**config.mk**
```make
export PLATFORM = sky130hd
export DESIGN_NAME = mem_req_sequencer
export DESIGN_NICKNAME = d
export VERILOG_FILES = /design/src/rtl/mem_seq_pkg.sv /design/src/rtl/mem_seq_fifo.sv /design/src/rtl/mem_req_sequencer.sv
export SDC_FILE = /design/constraint.sdc
export NUM_CORES = 1
export LEC_CHECK = 0
export ABC_AREA = 1
export CORE_ASPECT_RATIO = 0.8
export CORE_MARGIN = 2
export CORE_UTILIZATION = 40
export DETAILED_ROUTE_END_ITERATION = 6
export PLACE_DENSITY = 0.73
export REMOVE_ABC_BUFFERS = 1
export SYNTH_ARGS = -nofsm -noshare
export SYNTH_HDL_FRONTEND = slang
export SYNTH_SLANG_ARGS = --single-unit
```
**constraint.sdc**
```tcl
create_clock -name clk -period 1.8 [get_ports clk]
set_input_delay 0.18 -clock clk [delete_from_list [all_inputs] [get_ports clk]]
set_output_delay 0.18 -clock clk [all_outputs]
set_load 0.005 [all_outputs]
```
**src/rtl/mem_seq_pkg.sv**
```systemverilog
// Shared definitions for the memory request sequencer: FSM state encoding,
// the queued request entry, and the Memory interface widths.
package mem_seq_pkg;

    localparam int ADDR_W = 6;
    localparam int DIN_W  = 8;
    localparam int DOUT_W = 6;

    typedef enum logic [1:0] {
        IDLE    = 2'd0,
        ISSUE   = 2'd1,
        CAPTURE = 2'd2,
        HOLD    = 2'd3
    } seq_state_t;

    typedef struct packed {
        logic              wr;
        logic [ADDR_W-1:0] addr;
        logic [DIN_W-1:0]  wdata;
    } req_entry_t;

endpackage

```
**src/rtl/mem_seq_fifo.sv**
```systemverilog
// Synchronous request FIFO for the sequencer. Head entry is visible
// combinationally; full/empty derive only from the registered count so the
// upstream ready never depends on a same-cycle pop.
module mem_seq_fifo
    import mem_seq_pkg::*;
#(
    parameter int DEPTH = 4
) (
    input  logic       clk,
    input  logic       rst_n,
    input  logic       push,
    input  req_entry_t push_data,
    input  logic       pop,
    output req_entry_t head,
    output logic       full,
    output logic       empty
);

    localparam int PTR_W = $clog2(DEPTH);
    localparam int CNT_W = PTR_W + 1;
    localparam logic [CNT_W-1:0] FULL_CNT = CNT_W'(DEPTH);

    req_entry_t       store [DEPTH];
    logic [PTR_W-1:0] wr_ptr;
    logic [PTR_W-1:0] rd_ptr;
    logic [CNT_W-1:0] count;
    logic             do_push;
    logic             do_pop;

    assign do_push = push && !full;
    assign do_pop  = pop && !empty;
    assign full    = (count == FULL_CNT);
    assign empty   = (count == '0);
    assign head    = store[rd_ptr];

    // Pointer and occupancy bookkeeping; reset discards everything queued.
    always_ff @(posedge clk) begin
        if (!rst_n) begin
            wr_ptr <= '0;
            rd_ptr <= '0;
            count  <= '0;
        end else begin
            if (do_push) wr_ptr <= wr_ptr + PTR_W'(1);
            if (do_pop)  rd_ptr <= rd_ptr + PTR_W'(1);
            case ({do_push, do_pop})
                2'b10:   count <= count + CNT_W'(1);
                2'b01:   count <= count - CNT_W'(1);
                default: count <= count;
            endcase
        end
    end

    // Entry storage needs no reset: stale slots are never read while empty.
    always_ff @(posedge clk) begin
        if (do_push) store[wr_ptr] <= push_data;
    end

endmodule

```
**src/rtl/mem_req_sequencer.sv**
```systemverilog
// Front-end for the 64-entry Memory: queues read/write requests, issues one
// ren/wen command per slot, and returns read data on a valid/ready channel.
// Optional MEM_SEQ_STATS_EN adds saturating rd_count/wr_count outputs.
module mem_req_sequencer #(
    parameter int FIFO_DEPTH = 4,
    parameter int ADDR_W     = mem_seq_pkg::ADDR_W,
    parameter int DIN_W      = mem_seq_pkg::DIN_W,
    parameter int DOUT_W     = mem_seq_pkg::DOUT_W
) (
    input  logic              clk,
    input  logic              rst_n,
    input  logic              req_valid,
    output logic              req_ready,
    input  logic              req_wr,
    input  logic [ADDR_W-1:0] req_addr,
    input  logic [DIN_W-1:0]  req_wdata,
    output logic              rsp_valid,
    input  logic              rsp_ready,
    output logic [ADDR_W-1:0] rsp_addr,
    output logic [DOUT_W-1:0] rsp_rdata,
    output logic              mem_ren,
    output logic              mem_wen,
    output logic [ADDR_W-1:0] mem_addr,
    output logic [DIN_W-1:0]  mem_din,
`ifdef MEM_SEQ_STATS_EN
    output logic [15:0]       rd_count,
    output logic [15:0]       wr_count,
`endif
    input  logic [DOUT_W-1:0] mem_dout
);

    import mem_seq_pkg::*;

    seq_state_t        state;
    seq_state_t        state_n;
    req_entry_t        push_entry;
    req_entry_t        head;
    logic              fifo_full;
    logic              fifo_empty;
    logic              push;
    logic              pop;
    logic              mem_ren_n;
    logic              mem_wen_n;
    logic [ADDR_W-1:0] mem_addr_n;
    logic [DIN_W-1:0]  mem_din_n;
    logic              rsp_valid_n;
    logic [ADDR_W-1:0] rsp_addr_n;
    logic [DOUT_W-1:0] rsp_rdata_n;

    assign req_ready  = rst_n && !fifo_full;
    assign push       = req_valid && req_ready;
    assign push_entry = '{wr: req_wr, addr: req_addr, wdata: req_wdata};

    mem_seq_fifo #(
        .DEPTH (FIFO_DEPTH)
    ) u_fifo (
        .clk       (clk),
        .rst_n     (rst_n),
        .push      (push),
        .push_data (push_entry),
        .pop       (pop),
        .head      (head),
        .full      (fifo_full),
        .empty     (fifo_empty)
    );

    // Next-state and next-output decode; commands only ever leave IDLE, so
    // ren and wen are mutually exclusive and each lasts exactly one cycle.
    always_comb begin
        state_n     = state;
        pop         = 1'b0;
        mem_ren_n   = 1'b0;
        mem_wen_n   = 1'b0;
        mem_addr_n  = mem_addr;
        mem_din_n   = mem_din;
        rsp_valid_n = rsp_valid;
        rsp_addr_n  = rsp_addr;
        rsp_rdata_n = rsp_rdata;
        case (state)
            IDLE: begin
                if (!fifo_empty) begin
                    pop        = 1'b1;
                    mem_ren_n  = !head.wr;
                    mem_wen_n  = head.wr;
                    mem_addr_n = head.addr;
                    mem_din_n  = head.wdata;
                    state_n    = ISSUE;
                end
            end
            ISSUE: begin
                state_n = mem_wen ? IDLE : CAPTURE;
            end
            CAPTURE: begin
                rsp_valid_n = 1'b1;
                rsp_addr_n  = mem_addr;
                rsp_rdata_n = mem_dout;
                state_n     = HOLD;
            end
            HOLD: begin
                if (rsp_ready) begin
                    rsp_valid_n = 1'b0;
                    state_n     = IDLE;
                end
            end
            default: state_n = IDLE;
        endcase
    end

    // State, Memory command and response registers.
    always_ff @(posedge clk) begin
        if (!rst_n) begin
            state     <= IDLE;
            mem_ren   <= 1'b0;
            mem_wen   <= 1'b0;
            mem_addr  <= '0;
            mem_din   <= '0;
            rsp_valid <= 1'b0;
            rsp_addr  <= '0;
            rsp_rdata <= '0;
        end else begin
            state     <= state_n;
            mem_ren   <= mem_ren_n;
            mem_wen   <= mem_wen_n;
            mem_addr  <= mem_addr_n;
            mem_din   <= mem_din_n;
            rsp_valid <= rsp_valid_n;
            rsp_addr  <= rsp_addr_n;
            rsp_rdata <= rsp_rdata_n;
        end
    end

`ifdef MEM_SEQ_STATS_EN
    // Saturating per-command counters, bumped during the ISSUE cycle.
    always_ff @(posedge clk) begin
        if (!rst_n) begin
            rd_count <= '0;
            wr_count <= '0;
        end else if (state == ISSUE) begin
            if (mem_ren && rd_count != 16'hFFFF) rd_count <= rd_count + 16'd1;
            if (mem_wen && wr_count != 16'hFFFF) wr_count <= wr_count + 16'd1;
        end
    end
`endif

endmodule

```
### Word-level counts from Yosys, hierarchy flattened

Memory sizes are Yosys's and may differ from the RTL's. A register that Yosys moved wholly into a read port is not among the register bits.
Cells that the tools add are included.

| storage, ports and cells | value |
|---|---|
| bits in registers | 38 |
| RAM bits | 60 |
| bits of input ports | 25 |
| output and inout port bits | 30 |
| word-level logic and storage cells | 55 |
| memories kept | 1 |

Memories:

| memory | depth | bits a word | read ports | clocked after memory_dff | write ports | RTL line | source |
|---|---|---|---|---|---|---|---|
| u_fifo.store | 4 | 15 | 1 | 1 | 1 | mem_seq_fifo.sv:23 | `req_entry_t store [DEPTH];` |

| cells by class | value |
|---|---|
| add/sub/neg operators | 4 |
| equal/unequal tests | 8 |
| multiplexer cells | 13 |
| bitwise logic cells | 3 |
| reduce and logical (&&, ||, !) cells | 15 |

Operator list:

| cell | count |
|---|---|
| 2-bit 2-to-1 mux | 5 |
| 2-bit case mux with 4 select lines | 1 |
| 2-bit equality test, second input constant | 3 |
| 3-bit case mux with 2 select lines | 1 |
| 2-bit AND reduction | 3 |
| 1-bit 2-to-1 mux | 5 |
| 2-bit by 1-bit adder with 2-bit output, second input constant | 2 |
| 2-bit by 1-bit equality test with 1-bit output, second input constant | 2 |
| 1-bit logical AND | 4 |
| 2-bit != test, second input constant | 2 |
| 2-bit nonzero test | 2 |
| 3-bit by 1-bit adder with 3-bit output, second input constant | 1 |
| 3-bit equality test, second input constant | 1 |
| 1-bit logical NOT | 3 |
| 3-bit logical NOT | 1 |
| 1-bit inverter | 3 |
| 3-bit OR reduction | 1 |
| 3-bit by 1-bit subtractor with 3-bit output, second input constant | 1 |
| 2-bit logical NOT | 1 |
| 1-bit case mux with 2 select lines | 1 |

### Longest topological paths before layout

Gate-level depths: netlist (run 1).

| logic depth | value |
|---|---|
| word-level depth | 7 |
| gate-level depth with buffers | 13 |
| gate-level depth less buffers | 13 |

### Hierarchy

From an unflattened synthesis (run 1), not the netlist that was laid out.

| second synthesis, totals | value |
|---|---|
| cells, all modules | 389 |
| area total of the unflattened synthesis | 4068.9 um^2 |

By module, submodules not included:

| module | times used | cells an instance | area each (um^2) | seq. area each (um^2) |
|---|---|---|---|---|
| mem_seq_fifo | 1 | 215 | 2775.2 | 1981.9 |
| mem_req_sequencer | 1 | 174 | 1293.7 | 620.6 |

### Worst setup path before layout (run 1)

No wires, ideal clock.

| path | value |
|---|---|
| path type | flip-flop to flip-flop |
| start | reg u_fifo.count[1] |
| end | mem u_fifo.store[0][0] (netlist name) (enable) |
| library setup time | 0.387 ns |
| arrival | 1.320 ns |
| required time | 1.413 ns |
| setup slack | 0.094 ns |
| stages on the path, launching flop included | 5 |
| path buffers | 0 |
| clock period less this slack | 1.706 ns |
| path through | dfxtp_1 -> nor2_2 -> nand2_1 -> nand3_1 -> nor2_1 |

| on the way | value |
|---|---|
| longest elaborated chain between the ends | 7 |

RTL lines:

| item | RTL line | source |
|---|---|---|
| start, declared | mem_seq_fifo.sv:26 | `logic [CNT_W-1:0] count;` |
| start signal, assigned | mem_seq_fifo.sv:46 | `2'b10: count <= count + CNT_W'(1);` |
| start signal, assigned | mem_seq_fifo.sv:47 | `2'b01: count <= count - CNT_W'(1);` |
| start signal, assigned | mem_seq_fifo.sv:48 | `default: count <= count;` |
| 3-bit equality test * | mem_seq_fifo.sv:32 | `assign full = (count == FULL_CNT);` |
| 1-bit logical NOT * | mem_seq_fifo.sv:30, mem_req_sequencer.sv:50 |  |
| 1-bit logical AND | mem_req_sequencer.sv:50 | `assign req_ready = rst_n && !fifo_full;` |
| 1-bit logical AND | mem_req_sequencer.sv:51 | `assign push = req_valid && req_ready;` |
| 1-bit logical AND * | mem_seq_fifo.sv:30 | `assign do_push = push && !full;` |
| 1-bit 2-to-1 mux * | mem_seq_fifo.sv:55 | `if (do_push) store[wr_ptr] <= push_data;` |
| 1-bit 2-to-1 mux (implied by the code) * | mem_seq_fifo.sv:55 |  |
| end, declared | mem_seq_fifo.sv:23 |  |

Mark *: on every way between the ends. The rest lies on a longest branch, timed or not.

### Worst setup path after layout (run 1)

| path | value |
|---|---|
| start | in rst_n |
| end | out req_ready |

| on the way | value |
|---|---|
| longest elaborated chain between the ends | 1 |

RTL lines:

| item | RTL line | source |
|---|---|---|
| start, declared | mem_req_sequencer.sv:11 | `input logic rst_n,` |
| 1-bit logical AND | mem_req_sequencer.sv:50 |  |
| end, declared | mem_req_sequencer.sv:13 | `output logic req_ready,` |

Every way passes these cells.

==> results.ini, run 1 <==
[logic_synthesis]
synth_top_flop_cell=edfxtp_1
async_flop_share=0
synth-edff-count=60
synth-adder-area-share=0.0198
synth_top_family_by_area=simple AND/OR/NAND/NOR gates
ys_seq_elements=100
netlist_area_um2=4180
synthXorXnorAreaFrac=0
ys_warn_count=0
synth-compound-area-share=0.0395
synthSimpleGateAreaFrac=0.206
synthMuxAreaShare=0
ys_types=22
avgSynthCellArea_um2=9.10
synthCells=459
synth_seq_area_share=0.623

[setup_path]
cp_max_fo=2
crit_start=rst_n
startpoint_type=primary input
cp.arrival_ns=1.54
criticalPathCategory=primary input to output port
slowest_stage=clkdlybuf4s50_1
cpPeakStageDelay_ns=0.54
critPathBufInv=4
timing.rr.start=u_fifo.count[1]
end_kind=output port
critical-path-top-delay-family=buffers and inverters
cp.required_ns=1.62
crit_top_cell=clkdlybuf4s50_1
path_cells=clkdlybuf4s50_1 > buf_4 > inv_1 > a21oi_1 > clkdlybuf4s50_1

[clock_tree]
htreeDepth=3
cts.sinks=100
cts_tree=built
numCtsBuffers=9
clockBufferDepth=2
cts_root_buf=clkbuf_16
cts_hold_buffers=0
worstSkewPairLatency_ns=0.34
clk_pin_slew_ns=0.07

[routing]
dr_total_vias=2975
drtIter0Drc=128
detail-route-antenna-nets=0
post_drt_wl_per_cell_um=12.5
drtPass1Iterations=4
drt-total-wl_mm=8.36
drc=0
vias_per_cell=4.43

[grt]
antenna_found_initial=0
grt_pass1_vias=2842
use_met1=0.191
grt_pass1_wl_mm=13.5
met2_usage=0.268
gr-usage-all-layers=0.157
grt_max_degree=37
busiest_layer=met2
grtUsageMet3=0.0502
grt_overflow_total=0

[sta]
drv_slew=0
tns_ns=0
fin_crit_ns=1.72
setup_viol=0
rsz0062_at_grt=true
skew_ns=0.00988
relSlewSlack=0.621
hold_viol=0
period_share=0.954
fmax_mhz=583
worstMarginPinSlew_ns=0.567
hold_slack_ns=0.419

[cells_and_area]
n_antenna_cell=0
layout-drive-gt1-share=0.0942
synthToLayoutAreaGrowth_pct=25.5
layout.nets=557

[floorplanning]
die_h_um=95.4
ios=55
core_um2=10200
rows=33
fp.dieW_um=118
start_util=0.410
die_area_um2=11300

[placed_design]
gp_congestion=0.843
hpwl_mm=5.58
port_buffers=54

[power_and_ir_drop]
p_leak_uw=0.00232
p_per_area_nw_per_um2=1490
irDropWorstVdd_mv=0.714
fin_total_pwr_uw=7800

[outcome]
status=complete, no violations

[hold_path]
worstHoldStart=mem_dout[5]
worstHoldPathType=primary input to register

[run]
maxCapViolations=0

## sequential cells by signal (all words and copies together) (netlist names), named ones only
signal,cells
rsp_valid,1
mem_ren,1
mem_wen,1
mem_addr,6
rsp_addr,6
state,1
mem_din,8
rsp_rdata,6
u_fifo.count,3
u_fifo.rd_ptr,2
u_fifo.store,60
u_fifo.wr_ptr,2
## power breakdown
group	leakage (uW)	internal [uW]	switching, uW
combinational	0.00130	1220	1570
clock	0.000147	1090	828
sequential	0.000875	2870	218
total	0.00232	5180	2620
## per-stage QoR
| stage | cells | worst slack (ns) | util | cell area (um^2) |
|---|---|---|---|---|
| after global routing | 671 | -0.0277 | 0.514 | 5250 |
| after CTS | 670 | 0.0455 | 0.511 | 5210 |
| after detailed placement | 654 | -0.0447 | 0.482 | 4910 |
| after floorplan | 442 | -0.0701 | - | 4060 |
| final | 671 | 0.0834 | 0.514 | 5250 |
| after global placement | 654 | 0.0322 | 0.482 | 4910 |
## layout make-up
type / count / area, um^2
clock buffers: 10 / 229
clock inverters: 6 / 70.1
fillers: 956 / 4950
inverters: 94 / 353
multi-input cells: 248 / 1120
flip-flops and latches: 100 / 2610
well taps: 140 / 175
repair buffers: 73 / 683
## cells by family (layout without fill, tap and decap cells)
group                    Yosys count  in the layout
AND/OR/NAND/NOR                  210            210
buffers and inverters            111            183
AO/OA/AOI/OAI                     32             32
flip-flops                       100            100
adder cells (fa/ha/maj)            6              6
## Yosys cell counts, types with 4 or more instances
library cell / count / share of area
edfxtp_1: 60 / 0.43
nand2_1: 118 / 0.11
ha_1: 5 / 0.015
dfxtp_1: 40 / 0.19
o21ai_1: 4 / 0.0048
buf_6: 4 / 0.011
inv_1: 93 / 0.084
nor2_1: 49 / 0.044
nand3_1: 37 / 0.044
a21oi_1: 14 / 0.017
buf_2: 9 / 0.011
o21ai_0: 12 / 0.014
## worst paths after layout
kind / end / slack [ns] / depth (start not counted)
setup / recovery: req_ready / 0.08 / 5
hold / removal: rsp_rdata[5] / 0.42 / 3
setup reg to reg: u_fifo.count[2] / 0.11 / 12
hold reg to reg: rsp_valid / 0.48 / 2
## placed cells by master (no fill, tap or decap), drive strengths merged
cell type | synthesis | layout
bufinv | 0 | 1
a21oi | 15 | 15
clkinv | 0 | 3
nand3 | 37 | 37
dfxtp | 40 | 40
clkbuf | 2 | 10
buf | 15 | 19
o21ai | 16 | 16
nand4 | 1 | 1
a31oi | 1 | 1
ha | 5 | 5
nand2 | 120 | 120
inv | 94 | 96
edfxtp | 60 | 60
clkdlybuf4s50 | 0 | 54
fa | 1 | 1
nor2 | 52 | 52
## layer usage
layer  vias to the layer above  share of wire
met5                         -              0
met4                         0         0.0067
met1                      1355           0.45
li1                       1551              -
met3                         6          0.051
met2                        63           0.49
## tightest hold or removal path: stages
cell	delay (ns)
clkdlybuf4s50_1	0.40
nor2_1	0.10
nor2_1	0.05
## timing repair
| action | 4_1_cts | 5_1_grt |
|---|---|---|
| buffers inserted | 0 | 1 |
| resized for setup | 0 | 11 |
| setup endpoints to repair | 0 | 1 |
(Power assumes the default switching activity.)
==> inputs of run 2 (changes only) <==
CAP_MARGIN = 25   (was not set)
PLACE_DENSITY = 0.71   (was 0.73)
clock period = 2.18 ns   (was 1.8 ns; I/O delays follow)
==> run 2 against run 1 <==
Routed wire length is 5.7% lower. Largest cell class unchanged. Sequential share of layout area is 0.53 points higher. Clock skew is 0.0030 ns lower. Setup slack better by 0.14 ns.
==> results.ini, run 2 (synthesized netlist as in run 1, its figures left out) <==
[placed_design]
placed_cell_area_um2=4890
hpwl_mm=5.32
port_buffers=54
gp_congestion=0.743

[setup_path]
r2r_slack_ns=0.44
reg2reg_depth=12
criticalPathCategory=primary input to output port
cp.arrival_ns=1.74
crit_top_cell=clkdlybuf4s50_1
cpPeakStageDelay_ns=0.61
end_kind=output port
crit_end=req_ready
path_cells=clkdlybuf4s50_1 > inv_1 > a21oi_1 > clkdlybuf4s50_1
cp.required_ns=1.96
timing.rr.start=state[0]
slowest_stage=clkdlybuf4s50_1
cp_max_fo=4
r2r-end=u_fifo.count[2]
startpoint_type=primary input
crit_start=rst_n

[sta]
drv_slew=0
period_share=0.900
fmax_mhz=510
skew_ns=0.00689
tns_ns=0
hold_viol=0
rsz0062_at_grt=false
setup_viol=0
relSlewSlack=0.611
fin_crit_ns=1.96
worstMarginPinSlew_ns=0.582

[floorplanning]
fp.dieW_um=118
rows=33
ios=55
die_h_um=95.4
start_util=0.410
die_area_um2=11300
core_um2=10200

[power_and_ir_drop]
p_per_area_nw_per_um2=1210
combPwrFrac=0.353
seqPwrFrac=0.406
intPower_uw=4110
switching_share=0.343
switchingPower_uw=2140
clockPowerShare=0.240
irDropWorstVdd_mv=0.448
p_leak_uw=0.00229

[clock_tree]
cts_resized=0
post_cts.repair.setup_buffers=0
cts_root_buf=clkbuf_16
cts.sinks=100
htreeDepth=3
clk_pin_slew_ns=0.07
cts_tree=built
cts_hold_buffers=0
numCtsBuffers=9
worstSkewPairLatency_ns=0.34
clockBufferDepth=2

[cells_and_area]
layout.nets=553
reg_top3=u_fifo.store x60, mem_din x8
largest_register=u_fifo.store
layout_commonest_cell=nand2_1
synthToLayoutAreaGrowth_pct=23.9
final_cell_mix=nand2_1, inv_1, edfxtp_1
stdcell_area_um2=5170
n_antenna_cell=0
utilization=0.507
largest_reg_flops=60
layout-drive-gt1-share=0.0721
nFillCells=931

[grt]
grt_max_degree=32
grt_pass1_wl_mm=13.1
grt_overflow_total=0
gr-usage-all-layers=0.150
grt_pass1_vias=2844
antenna_found_initial=0

[routing]
drc=0
vias_per_cell=4.39
routed.top_layer=met4
detail-route-antenna-nets=0
post_drt_wl_per_cell_um=11.8
dr_total_vias=2928
drt-total-wl_mm=7.88
drtPass1Iterations=4
dr_wl_met2_mm=3.82
wl_met1_mm=3.58
drtIter0Drc=164
wl_met3_um=406

[outcome]
status=complete, no violations

[run]
maxCapViolations=0

[hold_path]
worstHoldPathType=primary input to register
whs_path_depth=3

-- run 2: stage by stage --
stage | hold WS, ns | instances | total power [uW] | worst slack, ns
after global placement | 0.453 | 651 | 4750 | 0.206
after floorplan | 0.317 | 442 | 3850 | 0.310
after detailed placement | 0.461 | 651 | 4820 | 0.188
after global routing | 0.460 | 667 | 6750 | 0.151
final | 0.458 | 667 | 6260 | 0.219
after CTS | 0.445 | 667 | 6320 | 0.201
-- run 2: layout make-up --
type / count / area [um^2] / area share
Clock inverter: 7 / 58.8 / 0.0114
Inverter: 94 / 353 / 0.0682
Timing Repair Buffer: 69 / 653 / 0.126
Multi-Input combinational cell: 248 / 1110 / 0.214
Sequential cell: 100 / 2600 / 0.503
Clock buffer: 9 / 225 / 0.0435
Tap cell: 140 / 175 / 0.0338
-- run 2: layer usage --
layer	GRT usage	up-vias
met5	0	-
met4	0.0462	0
met3	0.0484	9
met2	0.263	57
met1	0.177	1324
li1	-	1538
-- run 2: worst min path at each step --
stage,start,end
after global routing,mem_dout[5],rsp_rdata[5]
after CTS,mem_dout[2],rsp_rdata[2]
after detailed placement,mem_addr[4],rsp_addr[4]
final,mem_dout[5],rsp_rdata[5]
after floorplan,req_wdata[0],u_fifo.store[0][0]
after global placement,mem_addr[1],rsp_addr[1]
-- run 2: critical path: cells and delay by family --
kind,cells,cell delay [ns]
buffers and inverters,3,1.30
AOI/OAI and AO/OA,1,0.23
-- run 2: power groups by stage --
stage	Clock, uW	Combinational (uW)	Sequential, uW
6_report	1500	2210	2540
3_5_place_dp	0	2230	2590
3_3_place_gp	0	2180	2570
4_1_cts	1530	2240	2550
2_1_floorplan	0	1190	2660
5_1_grt	1610	2550	2580
